### config.mk
export PLATFORM = sky130hd
export DESIGN_NAME = fp_argmax_stream_flat
export DESIGN_NICKNAME = d
export VERILOG_FILES = /design/src/rtl/fp_argmax_stream_pkg.sv /design/src/rtl/fp_argmax_stream_if.sv /design/src/rtl/fp_argmax_stream_total_cmp.sv /design/src/rtl/fp_argmax_stream.sv /design/src/flat_wrapper.sv
export SDC_FILE = /design/constraint.sdc
export NUM_CORES = 1
export LEC_CHECK = 0
export CAP_MARGIN = 30
export CORE_UTILIZATION = 45
export DETAILED_ROUTE_END_ITERATION = 8
export MAX_ROUTING_LAYER = met4
export PLACE_DENSITY_LB_ADDON = 0.2
export SETUP_SLACK_MARGIN = 0.4
export SLEW_MARGIN = 10
export SYNTH_ARGS = -nofsm -noshare
export SYNTH_HDL_FRONTEND = slang
export SYNTH_HIERARCHICAL = 1
export SYNTH_SLANG_ARGS = --single-unit
export TNS_END_PERCENT = 10
### constraint.sdc
create_clock -name aclk -period 6 [get_ports aclk]
set_clock_uncertainty 0.1 [all_clocks]
set_input_delay 1.5 -clock aclk [delete_from_list [all_inputs] [get_ports aclk]]
set_output_delay 1.5 -clock aclk [all_outputs]
set_load 0.05 [all_outputs]
### src/rtl/fp_argmax_stream_pkg.sv
// fp_defs: shared float helpers for the RL datapath.
// Holds the word/index width helpers plus NaN detection and the total-order key, so every
// block that ranks logits uses the same ordering. Values are passed zero-extended to KeyW bits.
package fp_defs;

    localparam int unsigned KeyW = 64;

    function automatic int unsigned word_w(input int unsigned exp_w, input int unsigned fra_w);
        return exp_w + fra_w + 1;
    endfunction

    function automatic int unsigned idx_w(input int unsigned n);
        return (n <= 2) ? 1 : unsigned'($clog2(n));
    endfunction

    // Exponent all ones with a nonzero fraction.
    function automatic logic is_nan(input logic [KeyW-1:0] x, input int unsigned exp_w,
                                    input int unsigned fra_w);
        logic [KeyW-1:0] fra_mask;
        logic [KeyW-1:0] exp_mask;
        fra_mask = (KeyW'(1) << fra_w) - KeyW'(1);
        exp_mask = ((KeyW'(1) << exp_w) - KeyW'(1)) << fra_w;
        return ((x & exp_mask) == exp_mask) && ((x & fra_mask) != '0);
    endfunction

    // Unsigned key whose integer order matches float order. Negative zero is folded onto
    // positive zero so the two compare equal.
    function automatic logic [KeyW-1:0] order_key(input logic [KeyW-1:0] x,
                                                  input int unsigned exp_w,
                                                  input int unsigned fra_w);
        logic [KeyW-1:0] mag_mask;
        logic [KeyW-1:0] top;
        logic [KeyW-1:0] mag;
        mag_mask = (KeyW'(1) << (exp_w + fra_w)) - KeyW'(1);
        top      = KeyW'(1) << (exp_w + fra_w);
        mag      = x & mag_mask;
        if (((x & top) != '0) && (mag != '0)) begin
            return ~mag & mag_mask;
        end
        return mag | top;
    endfunction

endpackage

### src/rtl/fp_argmax_stream_if.sv
// fp_argmax_stream_if: logit input stream and argmax result stream.
// slave  : block side (consumes s_axis_*, produces m_axis_*).
// master : producer/consumer side (drives s_axis_* and m_axis_tready).
interface fp_argmax_stream_if
    import fp_defs::*;
#(
    parameter int unsigned EXP = 5,
    parameter int unsigned FRA = 10,
    parameter int unsigned N   = 8
) ();
    localparam int unsigned W    = word_w(EXP, FRA);
    localparam int unsigned IDXW = idx_w(N);

    logic [W-1:0]    s_axis_tdata;
    logic            s_axis_tvalid;
    logic            s_axis_tready;
    logic            s_axis_tlast;
    logic [IDXW-1:0] m_axis_index;
    logic [W-1:0]    m_axis_tdata;
    logic            m_axis_tie;
    logic            m_axis_nan;
    logic            m_axis_err;
    logic            m_axis_tvalid;
    logic            m_axis_tready;

    modport slave (
        input  s_axis_tdata, s_axis_tvalid, s_axis_tlast, m_axis_tready,
        output s_axis_tready, m_axis_index, m_axis_tdata, m_axis_tie, m_axis_nan, m_axis_err,
               m_axis_tvalid
    );

    modport master (
        output s_axis_tdata, s_axis_tvalid, s_axis_tlast, m_axis_tready,
        input  s_axis_tready, m_axis_index, m_axis_tdata, m_axis_tie, m_axis_nan, m_axis_err,
               m_axis_tvalid
    );
endinterface

### src/rtl/fp_argmax_stream_total_cmp.sv
// fp_total_cmp: combinational total-order compare of two floats.
// Ports: a, b (W-bit words); gt = a > b, eq = a == b (+0 equals -0). Not meaningful for NaN.
module fp_total_cmp
    import fp_defs::*;
#(
    parameter int unsigned EXP = 5,
    parameter int unsigned FRA = 10
) (
    input  logic [word_w(EXP, FRA)-1:0] a,
    input  logic [word_w(EXP, FRA)-1:0] b,
    output logic                        gt,
    output logic                        eq
);
    logic [KeyW-1:0] key_a;
    logic [KeyW-1:0] key_b;

    always_comb begin
        key_a = order_key(KeyW'(a), EXP, FRA);
        key_b = order_key(KeyW'(b), EXP, FRA);
        gt    = key_a > key_b;
        eq    = key_a == key_b;
    end
endmodule

### src/rtl/fp_argmax_stream.sv
// fp_argmax_stream: streaming argmax over N logits per frame.
// Ports: aclk clock; aresetn synchronous active-high reset; axis (slave modport) carries the
// logit input stream (tdata/tvalid/tready/tlast) and the registered result stream
// (index/tdata/tie/nan/err/tvalid/tready). The beat counter alone delimits frames.
module fp_argmax_stream
    import fp_defs::*;
#(
    parameter int unsigned EXP      = 5,
    parameter int unsigned FRA      = 10,
    parameter int unsigned N        = 8,
    parameter int unsigned TIE_LAST = 0
) (
    input logic               aclk,
    input logic               aresetn,
    fp_argmax_stream_if.slave axis
);
    localparam int unsigned     W       = word_w(EXP, FRA);
    localparam int unsigned     IDXW    = idx_w(N);
    localparam logic [IDXW-1:0] LastIdx = IDXW'(N - 1);

    logic [IDXW-1:0] cnt_q;
    logic [W-1:0]    best_q, best_d;
    logic [IDXW-1:0] idx_q, idx_d;
    logic            tie_q, tie_d;
    logic            nan_q, nan_d;
    logic            err_q, err_d;
    logic            have_q, have_d;

    logic [W-1:0]    out_data_q;
    logic [IDXW-1:0] out_idx_q;
    logic            out_tie_q, out_nan_q, out_err_q, out_valid_q;

    logic [W-1:0] beat;
    logic         beat_nan, beat_gt, beat_eq, last_pos;
    logic         s_ready, accept, close;

    assign beat = axis.s_axis_tdata;

    fp_total_cmp #(
        .EXP(EXP),
        .FRA(FRA)
    ) u_cmp (
        .a (beat),
        .b (best_q),
        .gt(beat_gt),
        .eq(beat_eq)
    );

    always_comb begin
        beat_nan = is_nan(KeyW'(beat), EXP, FRA);
        last_pos = cnt_q == LastIdx;
        s_ready  = !aresetn && (!out_valid_q || axis.m_axis_tready);
        accept   = axis.s_axis_tvalid && s_ready;
        close    = accept && last_pos;

        best_d = best_q;
        idx_d  = idx_q;
        tie_d  = tie_q;
        nan_d  = nan_q;
        err_d  = err_q;
        have_d = have_q;
        if (accept) begin
            nan_d = nan_q | beat_nan;
            err_d = err_q | (axis.s_axis_tlast != last_pos);
            if (!beat_nan) begin
                if (!have_q || beat_gt) begin
                    best_d = beat;
                    idx_d  = cnt_q;
                    tie_d  = 1'b0;
                    have_d = 1'b1;
                end else if (beat_eq) begin
                    tie_d = 1'b1;
                    if (TIE_LAST != 0) begin
                        idx_d = cnt_q;
                    end
                end
            end else if (!have_q && (cnt_q == '0)) begin
                // Park beat 0 so an all-NaN frame reports it; have stays 0 so any later
                // non-NaN beat still takes over.
                best_d = beat;
            end
        end
    end

    always_ff @(posedge aclk) begin
        if (aresetn) begin
            cnt_q       <= '0;
            best_q      <= '0;
            idx_q       <= '0;
            tie_q       <= 1'b0;
            nan_q       <= 1'b0;
            err_q       <= 1'b0;
            have_q      <= 1'b0;
            out_data_q  <= '0;
            out_idx_q   <= '0;
            out_tie_q   <= 1'b0;
            out_nan_q   <= 1'b0;
            out_err_q   <= 1'b0;
            out_valid_q <= 1'b0;
        end else begin
            if (accept) begin
                cnt_q <= last_pos ? '0 : cnt_q + IDXW'(1);
            end
            if (close) begin
                best_q      <= '0;
                idx_q       <= '0;
                tie_q       <= 1'b0;
                nan_q       <= 1'b0;
                err_q       <= 1'b0;
                have_q      <= 1'b0;
                out_data_q  <= best_d;
                out_idx_q   <= idx_d;
                out_tie_q   <= tie_d;
                out_nan_q   <= nan_d;
                out_err_q   <= err_d;
                out_valid_q <= 1'b1;
            end else begin
                best_q <= best_d;
                idx_q  <= idx_d;
                tie_q  <= tie_d;
                nan_q  <= nan_d;
                err_q  <= err_d;
                have_q <= have_d;
                if (axis.m_axis_tready) begin
                    out_valid_q <= 1'b0;
                end
            end
        end
    end

    assign axis.s_axis_tready = s_ready;
    assign axis.m_axis_index  = out_idx_q;
    assign axis.m_axis_tdata  = out_data_q;
    assign axis.m_axis_tie    = out_tie_q;
    assign axis.m_axis_nan    = out_nan_q;
    assign axis.m_axis_err    = out_err_q;
    assign axis.m_axis_tvalid = out_valid_q;
endmodule

### src/flat_wrapper.sv
// flat-port wrapper written by rule: the top's interface ports become plain ports
module fp_argmax_stream_flat import fp_defs::*;
#(
    parameter int unsigned EXP      = 5,
    parameter int unsigned FRA      = 10,
    parameter int unsigned N        = 8,
    parameter int unsigned TIE_LAST = 0
)
  (aclk, aresetn, axis_s_axis_tdata, axis_s_axis_tvalid, axis_s_axis_tlast, axis_m_axis_tready, axis_s_axis_tready, axis_m_axis_index, axis_m_axis_tdata, axis_m_axis_tie, axis_m_axis_nan, axis_m_axis_err, axis_m_axis_tvalid);
  fp_argmax_stream_if #(.EXP(EXP), .FRA(FRA), .N(N)) axis_i ();
  input logic aclk;
  input logic aresetn;
  input wire logic [$bits(axis_i.s_axis_tdata)-1:0] axis_s_axis_tdata;
  input wire logic [$bits(axis_i.s_axis_tvalid)-1:0] axis_s_axis_tvalid;
  input wire logic [$bits(axis_i.s_axis_tlast)-1:0] axis_s_axis_tlast;
  input wire logic [$bits(axis_i.m_axis_tready)-1:0] axis_m_axis_tready;
  output wire logic [$bits(axis_i.s_axis_tready)-1:0] axis_s_axis_tready;
  output wire logic [$bits(axis_i.m_axis_index)-1:0] axis_m_axis_index;
  output wire logic [$bits(axis_i.m_axis_tdata)-1:0] axis_m_axis_tdata;
  output wire logic [$bits(axis_i.m_axis_tie)-1:0] axis_m_axis_tie;
  output wire logic [$bits(axis_i.m_axis_nan)-1:0] axis_m_axis_nan;
  output wire logic [$bits(axis_i.m_axis_err)-1:0] axis_m_axis_err;
  output wire logic [$bits(axis_i.m_axis_tvalid)-1:0] axis_m_axis_tvalid;
  assign axis_i.s_axis_tdata = axis_s_axis_tdata;
  assign axis_i.s_axis_tvalid = axis_s_axis_tvalid;
  assign axis_i.s_axis_tlast = axis_s_axis_tlast;
  assign axis_i.m_axis_tready = axis_m_axis_tready;
  assign axis_s_axis_tready = axis_i.s_axis_tready;
  assign axis_m_axis_index = axis_i.m_axis_index;
  assign axis_m_axis_tdata = axis_i.m_axis_tdata;
  assign axis_m_axis_tie = axis_i.m_axis_tie;
  assign axis_m_axis_nan = axis_i.m_axis_nan;
  assign axis_m_axis_err = axis_i.m_axis_err;
  assign axis_m_axis_tvalid = axis_i.m_axis_tvalid;
  fp_argmax_stream #(.EXP(EXP), .FRA(FRA), .N(N), .TIE_LAST(TIE_LAST)) u_core (.aclk(aclk), .aresetn(aresetn), .axis(axis_i));
endmodule
* Yosys cells after proc, flatten, opt, wreduce, memory -nomap -nowiden *
Index checks and enable logic that the tools add are counted.

operators by class
  bitwise operators = 5
  eq/ne operators = 4
  mux-type cells = 22
  order comparisons = 1
  $add $sub $neg = 1
  reduce and logical (&&, ||, !) cells = 19

operator list
  cell                                         count
  two-way mux 64 bit                           4
  nonzero test 64 bit                          3
  == test 64 bit                               1
  > comparator 64 bit                          1
  two-way mux 16 bit                           4
  NOT 15 bit                                   2
  two-way mux 3 bit                            4
  two-way mux 1 bit                            10
  logical AND 1 bit                            7
  == test 5 bit, second input constant         1
  adder 3 x 1 -> 3 bit, second input constant  1
  == test 3 bit, second input constant         1
  logical NOT 1 bit                            3
  logical NOT 3 bit                            1
  AND reduction 3 bit                          1
  logical OR 1 bit                             2
  OR 1 bit                                     2
  nonzero test 2 bit                           1
  OR reduction 2 bit                           1
  inequality test 1 bit                        1
  NOT 1 bit                                    1

storage, ports and cells
  logic and storage cells = 65
  register bits = 49

* Longest topological paths before layout *
Gate-level depths: netlist (run 1).

  word-level depth = 9
  gate-level depth with buffers = 15

* Cells and area by module *
The synthesis (run 1) kept the hierarchy.

by module, submodules not included
  module            cells each  area an instance (um^2)  times used
  fp_argmax_stream  207         2220.9                   1
  fp_total_cmp      86          714.4                    1

* Worst setup path after synthesis (run 1) *
OpenSTA, ideal clock, no wires.

  kind = input -> register
  from = input axis_s_axis_tdata[5]
  to = register u_core.out_data_q[14] (netlist: u_core/axis.m_axis_tdata[14])
  slack = 1.338 ns
  arrival = 4.446 ns
  required time = 5.783 ns
  cell stages on the path = 15
  cell sequence = nor4_1 a41oi_2 buf_2 xor2_1 ha_1 nand4_1 nor4_1 and4_1 a31oi_1 nor2b_1 buf_4 buf_2 mux2i_1 mux2i_1 a22o_1

on the way
  longest elaborated chain between the ends = 9

ends and longest elaborated chain
  what                    line                              RTL
  start: declaration      flat_wrapper.sv:13                input wire logic [$bits(axis_i.s_axis_tdata)-1:0] axis_s_axis_tdata;
  nonzero test 64 bit     fp_argmax_stream_pkg.sv:37        if (((x & top) != '0) && (mag != '0)) begin
  logical AND 1 bit       fp_argmax_stream_pkg.sv:37
  two-way mux 1 bit       fp_argmax_stream_pkg.sv:37
  two-way mux 64 bit *    fp_argmax_stream_pkg.sv:40        return mag | top;
  > comparator 64 bit *   fp_argmax_stream_total_cmp.sv:20  gt = key_a > key_b;
  via u_core.beat_gt      fp_argmax_stream.sv:34            logic beat_nan, beat_gt, beat_eq, last_pos;
  logical OR 1 bit *      fp_argmax_stream.sv:66            if (!have_q || beat_gt) begin
  two-way mux 16 bit *    fp_argmax_stream.sv:66
  two-way mux 16 bit *    fp_argmax_stream.sv:65            if (!beat_nan) begin
  two-way mux 16 bit *    fp_argmax_stream.sv:62            if (accept) begin
  end signal: assignment  fp_argmax_stream.sv:111           out_data_q <= best_d;
  end: declaration        fp_argmax_stream.sv:29            logic [W-1:0] out_data_q;

The timed path passes the listed nets; every way through them passes the cells marked *. The select of a mux whose other input is x is not followed.
A chain may end at the register's enable or synchronous reset.

* Worst setup path after layout (run 1) *
  from = input axis_s_axis_tdata[0]
  to = register u_core.best_q[9]

on the way
  longest elaborated chain between the ends = 9

ends and longest elaborated chain
  what                    line                              RTL
  nonzero test 64 bit     fp_argmax_stream_pkg.sv:37
  logical AND 1 bit       fp_argmax_stream_pkg.sv:37
  two-way mux 1 bit       fp_argmax_stream_pkg.sv:37
  two-way mux 64 bit *    fp_argmax_stream_pkg.sv:40
  > comparator 64 bit *   fp_argmax_stream_total_cmp.sv:20
  via u_core.beat_gt      fp_argmax_stream.sv:34
  logical OR 1 bit *      fp_argmax_stream.sv:66
  two-way mux 16 bit *    fp_argmax_stream.sv:66
  two-way mux 16 bit *    fp_argmax_stream.sv:65
  two-way mux 16 bit *    fp_argmax_stream.sv:62
  end signal: assignment  fp_argmax_stream.sv:118           best_q <= best_d;
  end: declaration        fp_argmax_stream.sv:22            logic [W-1:0] best_q, best_d;

Marked as above.

==> out/qor.yml, run 1 <==
cts:
  htreeDepth: 2
  ctsResizeCount: 0
  clk_path_buf_depth: 2
  cts_setup_buffers: 0
  cts.sink_count: 49
  clk_latency_ps: 310
  clk_pin_slew_ps: 100
  hold_buffers: 0
  clock-root-buffer: "clkbuf_8"
  numCtsBuffers: 5
  cts_tree: "done"
worst_setup_path:
  r2r_slack_ps: 1830
  cp-end-kind: "flop"
  critPathRequiredTime_ps: 6110
  crit_chain: "clkdlybuf4s50_1 -> nor4_1 -> a41oi_2 -> buf_4 -> xor2_1 -> ha_1 -> nand4_1 -> nor4_1 -> and4_1 -> a31oi_1 -> nor2b_2 -> buf_12 -> mux2i_1 -> mux2i_1 -> a22o_1"
  crit_path_max_incr_delay_ps: 560
  path_buf_inv: 3
  critical_path.top_delay_family: "simple AND/OR/NAND/NOR gates"
  worstReg2RegStart: "u_core/best_q[1]"
  cp_data_arrival_time_ps: 5470
  critical_path_peak_fanout: 16
  slowest_stage: "clkdlybuf4s50_1"
  path_class: "in2reg"
  timing.rr.end: "u_core/best_q[9]"
  rr_worst_depth: 14
  cp-start-kind: "primary input"
layout:
  antenna_cells: 0
  syn2layout_area_growth_pct: 22.46
  final_area_mm2: 0.003595
  final_nets: 379
  drive_gt1_share_pct: 8.529
  utilization_pct: 56.94
route:
  viasPerCell: 5.767
  vias: 2405
  drtPass1Iterations: 6
  post-route-drc-count: 2
  drtAntennaViolNets: 0
  wl_per_cell_um: 17.49
  finalWirelength_mm: 7.293
  drtIter0Drc: 165
grt:
  grt_pass1_wl_mm: 11.22
  grt_max_degree: 20
  grt_pass1_vias: 2152
  antenna_found_initial: 0
  grt_usage_pct: 22.78
  overflow: 0
sta:
  worst_pin_slew_ps: 733.2
  setup_tns_ps: 0
  rsz0062_at_grt: "false"
  finalMaxSlewViolations: 0
  finalCritPeriodShare_pct: 89.39
  fin_crit_ps: 5363
  setup_violations: 0
  max-slew-margin-rel_pct: 51.12
  hold_viol_final: 0
  whs_ps: 351.4
  fmaxAchievable_ghz: 0.1865
min_path:
  hp-class: "reg2reg"
  hold_start: "u_core/axis.m_axis_index[1]"
  holdPathEnd: "u_core/axis.m_axis_index[1]"
  holdPathStages: 2
yosys:
  async_flop_share_pct: 0
  syn_area_per_cell_um2: 10.02
  ys_seq_elements: 49
  synth-edff-count: 0
  yosys.area.top_type: "dfxtp_1"
  yosys.area.top_type_share_pct: 33.42
  ys_warn_count: 6
  netlist_top_cells_area: "dfxtp_1 (33%), mux2i_1 (18%), a22o_1 (9.5%)"
  synthDistinctLibCells: 37
  ys_seq_area_share_pct: 33.42
  syn_area_mm2: 0.002935
  netlist_instances: 293
  synth_top_flop_cell: "dfxtp_1"
  synth_nets: 333
placed_design:
  hpwlAfterDp_mm: 5.425
  gp_congestion: 0.8751
  port_buffers: 44
  place_area_mm2: 0.003500
die:
  dieArea_mm2: 0.006850
  die_w_um: 82.77
  ioPinCount: 45
  die_h_um: 82.77
  initial_core_util_pct: 46.49
  num_rows: 29
  core-area_mm2: 0.006314
pwr:
  p_total_uw: 741.5
  cellLeakagePower_nw: 1.480
  p_per_area_mw_per_mm2: 206.3
  vdd_drop_max_v: 0.0001342
job:
  maxCapViolations: 0
status:
  violations: "DRC"
  status: "complete, but fails checks"
==> registers in the layout, indices dropped and copies added, names as in the netlist <==
| signal | flops |
|---|---|
| u_core/axis.m_axis_nan | 1 |
| u_core/axis.m_axis_err | 1 |
| u_core/cnt_q | 3 |
| u_core/axis.m_axis_index | 3 |
| u_core/tie_q | 1 |
| u_core/idx_q | 3 |
| u_core/axis.m_axis_tie | 1 |
| u_core/axis.m_axis_tdata | 16 |
| u_core/err_q | 1 |
| u_core/axis.m_axis_tvalid | 1 |
| u_core/best_q | 16 |
| u_core/nan_q | 1 |
| u_core/have_q | 1 |
==> Yosys cell counts (2+ instances only) <==
master and instances:
nor3_1 3, a41oi_2 2, buf_4 2, nand3_1 3, nor2_1 13, inv_1 6, a31oi_1 4, o21ai_0 6
clkbuf_1 5, buf_6 2, nor2b_1 4, nand2b_1 2, ha_1 19, nand2_1 15, o21ai_1 3, buf_2 5
a21oi_1 10, xnor2_1 15, xor2_1 14, dfxtp_1 49, mux2i_1 54, and2_1 3, nand4_1 2, o31ai_1 2
nor4_1 7, a22o_1 32
==> kinds of logic (layout without fill, tap and decap cells) <==
| family | Yosys count | in the layout | share of synthesized area [%] |
|---|---|---|---|
| AO/OA/AOI/OAI | 62 | 62 | 16.58 |
| AND/OR/NAND/NOR | 60 | 60 | 11.30 |
| multiplexers | 54 | 54 | 18.41 |
| flip-flops | 49 | 49 | 33.42 |
| XOR/XNOR | 29 | 29 | 8.653 |
| buffers and inverters | 20 | 67 | 3.538 |
| adder cells (fa/ha/maj) | 19 | 19 | 8.099 |
==> worst min-delay path, cell delays in order, from the launching register on <==
cell	delay [ps]
dfxtp_1	320
nand2_1	50
o21ai_1	50
==> power by group <==
group	total [mW]	internal [mW]	switching (mW)
sequential	0.346	0.334	0.0123
clock	0.206	0.0852	0.120
combinational	0.190	0.0894	0.101
total	0.741	0.508	0.233
==> layer usage <==
metal	GRT usage, %	share of wire (%)	vias to the layer above
li1	-	-	1186
met2	32.62	44	68
met5	-	0	-
met4	5.345	0.63	0
met3	4.505	5.7	4
met1	32.64	50	1147
==> placed cells by master, fill, tap and decap left out, types with 2 or more instances in the layout <==
master           instances
mux2i_1                 54
dfxtp_1                 49
clkdlybuf4s50_1         44
a22o_1                  32
ha_1                    19
nand2_1                 15
xnor2_1                 15
xor2_1                  14
nor2_1                  13
a21oi_1                 10
nor4_1                   7
inv_1                    6
o21ai_0                  6
clkbuf_8                 5
buf_6                    4
buf_4                    4
and2_1                   3
nor2b_1                  3
nand3_1                  3
a31oi_1                  3
nor3_1                   3
o21ai_1                  3
clkinv_4                 2
nand2b_1                 2
o31ai_1                  2
a41oi_2                  2
nand4_1                  2
==> worst max-delay path by stage <==
| stage | start | cells past startpoint | to |
|---|---|---|---|
| 2_1_floorplan | axis_s_axis_tdata[5] | 15 | u_core/axis.m_axis_tdata[14] |
| 3_3_place_gp | axis_s_axis_tdata[0] | 15 | u_core/best_q[9] |
| 3_5_place_dp | axis_s_axis_tdata[7] | 15 | u_core/best_q[9] |
| 4_1_cts | axis_s_axis_tdata[0] | 15 | u_core/best_q[9] |
| 5_1_grt | axis_s_axis_tdata[0] | 15 | u_core/best_q[9] |
| 6_report | axis_s_axis_tdata[0] | 15 | u_core/best_q[9] |
==> final cells by class <==
type / instances / area (um2)
tap: 77 / 96.34
clock buffer: 5 / 68.82
fill: 594 / 2719
clock inverter: 3 / 26.28
sequential: 49 / 980.9
inverter: 6 / 22.52
multi-input combinational: 224 / 1864
timing repair buffer: 53 / 535.5
==> through the flow <==
| step | cells | setup WS [ps] |
|---|---|---|
| floorplan | 293 | 1338 |
| global placement | 405 | 457.5 |
| detailed placement | 409 | 380.2 |
| CTS | 417 | 693.1 |
| global route | 417 | 400.1 |
| finish | 417 | 636.8 |
Note: power is estimated with default switching activity, not from simulation.
==> inputs of run 2 (changes only) <==
--- a/config.mk
+++ b/config.mk
@@ -5,13 +5,13 @@
 export SDC_FILE = /design/constraint.sdc
 export NUM_CORES = 1
 export LEC_CHECK = 0
+export ABC_CLOCK_PERIOD_IN_PS = 4400
 export CAP_MARGIN = 30
 export CORE_UTILIZATION = 45
 export DETAILED_ROUTE_END_ITERATION = 8
 export MAX_ROUTING_LAYER = met4
 export PLACE_DENSITY_LB_ADDON = 0.2
 export SETUP_SLACK_MARGIN = 0.4
-export SLEW_MARGIN = 10
 export SYNTH_ARGS = -nofsm -noshare
 export SYNTH_HDL_FRONTEND = slang
 export SYNTH_HIERARCHICAL = 1
==> constraint.sdc (replaced) <==
create_clock -name aclk -period 4.4 [get_ports aclk]
set_clock_uncertainty 0.1 [all_clocks]
set_input_delay 1.1 -clock aclk [delete_from_list [all_inputs] [get_ports aclk]]
set_output_delay 1.1 -clock aclk [all_outputs]
set_load 0.05 [all_outputs]
==> out/qor.yml, run 2 (synthesized netlist as in run 1, its figures left out) <==
pwr:
  clkPwrFrac_pct: 25.0
  switching_share_pct: 31.07
  cellLeakagePower_nw: 1.635
  p_per_area_mw_per_mm2: 264.1
  p_comb_share_pct: 29.3
  seqPwrFrac_pct: 45.7
  switchingPower_uw: 320.8
  vdd_drop_max_v: 0.0001875
  p_int_uw: 711.8
sta:
  max-slew-margin-rel_pct: 54.72
  finalMaxSlewViolations: 0
  finalCritPeriodShare_pct: 92.98
  setup_violations: 0
  hold_viol_final: 0
  whs_ps: 355.4
  worst_pin_slew_ps: 679.2
  rsz0062_at_grt: "true"
  fin_crit_ps: 4091
  fmaxAchievable_ghz: 0.2444
placed_design:
  hpwlAfterDp_mm: 5.611
  port_buffers: 44
  dp_cells: 430
  gp_congestion: 0.8526
worst_setup_path:
  critical_path.top_delay_family: "compound AO/OA/AOI/OAI gates"
  worstSetupStartpoint: "axis_s_axis_tdata[4]"
  cp-start-kind: "primary input"
  path_class: "in2reg"
  worstReg2RegStart: "u_core/best_q[5]"
  cp-end-kind: "flop"
  cp_data_arrival_time_ps: 4180
  critical_path_peak_fanout: 10
  path_buf_inv: 6
  crit_chain: "clkdlybuf4s15_2 -> nor4_4 -> a41oi_4 -> buf_6 -> inv_1 -> buf_4 -> ha_1 -> nand4_1 -> buf_4 -> nor2_1 -> a221oi_2 -> a31oi_4 -> nor2b_4 -> buf_12 -> mux2i_1 -> mux2i_1 -> a22o_1"
  slowest_stage: "a221oi_2"
  critPathRequiredTime_ps: 4490
  crit_path_max_incr_delay_ps: 330
  r2r_slack_ps: 750
route:
  wl_per_cell_um: 17.11
  drtAntennaViolNets: 0
  drtPass1Iterations: 4
  finalWirelength_mm: 7.544
  viasPerCell: 5.651
  drtIter0Drc: 130
  vias: 2492
  wl_met1_mm: 3.684
  post-route-drc-count: 0
  met3_length_um: 255
  top_layer: "met4"
  met2WireLength_mm: 3.544
status:
  status: "completed"
die:
  core-area_mm2: 0.006314
  dieArea_mm2: 0.006850
  die_h_um: 82.77
  die_w_um: 82.77
  ioPinCount: 45
  initial_core_util_pct: 46.49
  num_rows: 29
layout:
  drive_gt1_share_pct: 21.70
  layout_commonest_cell: "mux2i_1"
  fillers: 553
  syn2layout_area_growth_pct: 33.21
  antenna_cells: 0
  final_nets: 404
  layout_common_cells: "mux2i_1 (51), dfxtp_1 (49), a22o_1 (32)"
  fin_cells: 441
  regArea_um2: 980.9
  multi_input_area_mm2: 0.002033
cts:
  cts.sink_count: 49
  clk_latency_ps: 300
  clk_pin_slew_ps: 90
  numCtsBuffers: 5
  htreeDepth: 2
  clk_path_buf_depth: 2
  cts_tree: "done"
  clock-root-buffer: "clkbuf_8"
  hold_buffers: 0
grt:
  grt_usage_pct: 24.24
  grt_max_degree: 22
  overflow: 0
  grt_pass1_vias: 2455
  antenna_found_initial: 0
  grt_pass1_wl_mm: 12.07
job:
  maxCapViolations: 0
min_path:
  hp-class: "reg2reg"
  hold_start: "u_core/axis.m_axis_index[0]"
## run 2: changes by cell type in the layout (fill, tap and decap cells not counted), moves of 2 or more
cell / delta
buf_2: +5
buf_4: +24
buf_6: +3
clkbuf_2: +3
clkdlybuf4s15_1: +2
clkdlybuf4s15_2: +2
clkdlybuf4s50_1: -16
mux2i_1: -3
mux2i_4: +3
nor4_1: -4
nor4_4: +4
xor2_1: -2
xor2_2: +2
## run 2: power by group through the flow
stage | logic [mW] | clock network [mW] | registers [mW]
2_1_floorplan | 0.183 | 0 | 0.476
3_3_place_gp | 0.269 | 0 | 0.481
3_5_place_dp | 0.278 | 0 | 0.481
4_1_cts | 0.282 | 0.267 | 0.471
5_1_grt | 0.330 | 0.278 | 0.474
6_report | 0.302 | 0.258 | 0.472
## run 2: timing repair
action / 4_1_cts / 5_1_grt
buffers inserted: 3 / 0
gates resized for setup: 55 / 26
setup endpoints to repair: 40 / 40
pin swaps: 14 / 13
## run 2: area by class of cell
type,instances,share of cell area (%)
flip-flops and latches,49,25.09
clock buffers,6,1.856
inverters,6,0.5760
repair buffers,78,17.79
well taps,77,2.464
clock inverters,1,0.2240
multi-input cells,224,52.00
## run 2: stage by stage
stage	setup TNS, ps	setup slack, ps	power (mW)	util (%)	area, um2
2_1_floorplan	0	392.2	0.6597	-	2993
3_3_place_gp	-14300	-438.7	0.7499	58.40	3687
3_5_place_dp	-17470	-549.7	0.7590	58.40	3687
4_1_cts	0	224.0	1.020	59.97	3786
5_1_grt	0	154.4	1.082	61.93	3910
6_report	0	308.9	1.033	61.93	3910
## run 2: worst register-to-register path, cell delays in order, from the launching register on
cell	delay, ps
dfxtp_1	380
nor4_1	390
a41oi_2	190
buf_4	220
xnor2_1	150
ha_1	320
nand4_1	190
nor4_4	290
a21bo_2	270
a31oi_4	200
nor2b_4	80
buf_6	120
a211oi_4	160
buf_6	180
mux2i_4	230
o21ai_1	80
## run 2: worst paths after layout
kind | end | cells after the start
worst max-delay path | u_core/best_q[5] | 17
worst min-delay path | u_core/axis.m_axis_index[0] | 2
worst max register to register | u_core/axis.m_axis_index[2] | 15
worst min register to register | u_core/axis.m_axis_index[0] | 2
## run 2: routing by layer
layer	up-vias	track usage, %
li1	1215	-
met1	1230	33.69
met2	42	36.31
met3	5	3.736
met4	0	6.552
met5	-	-
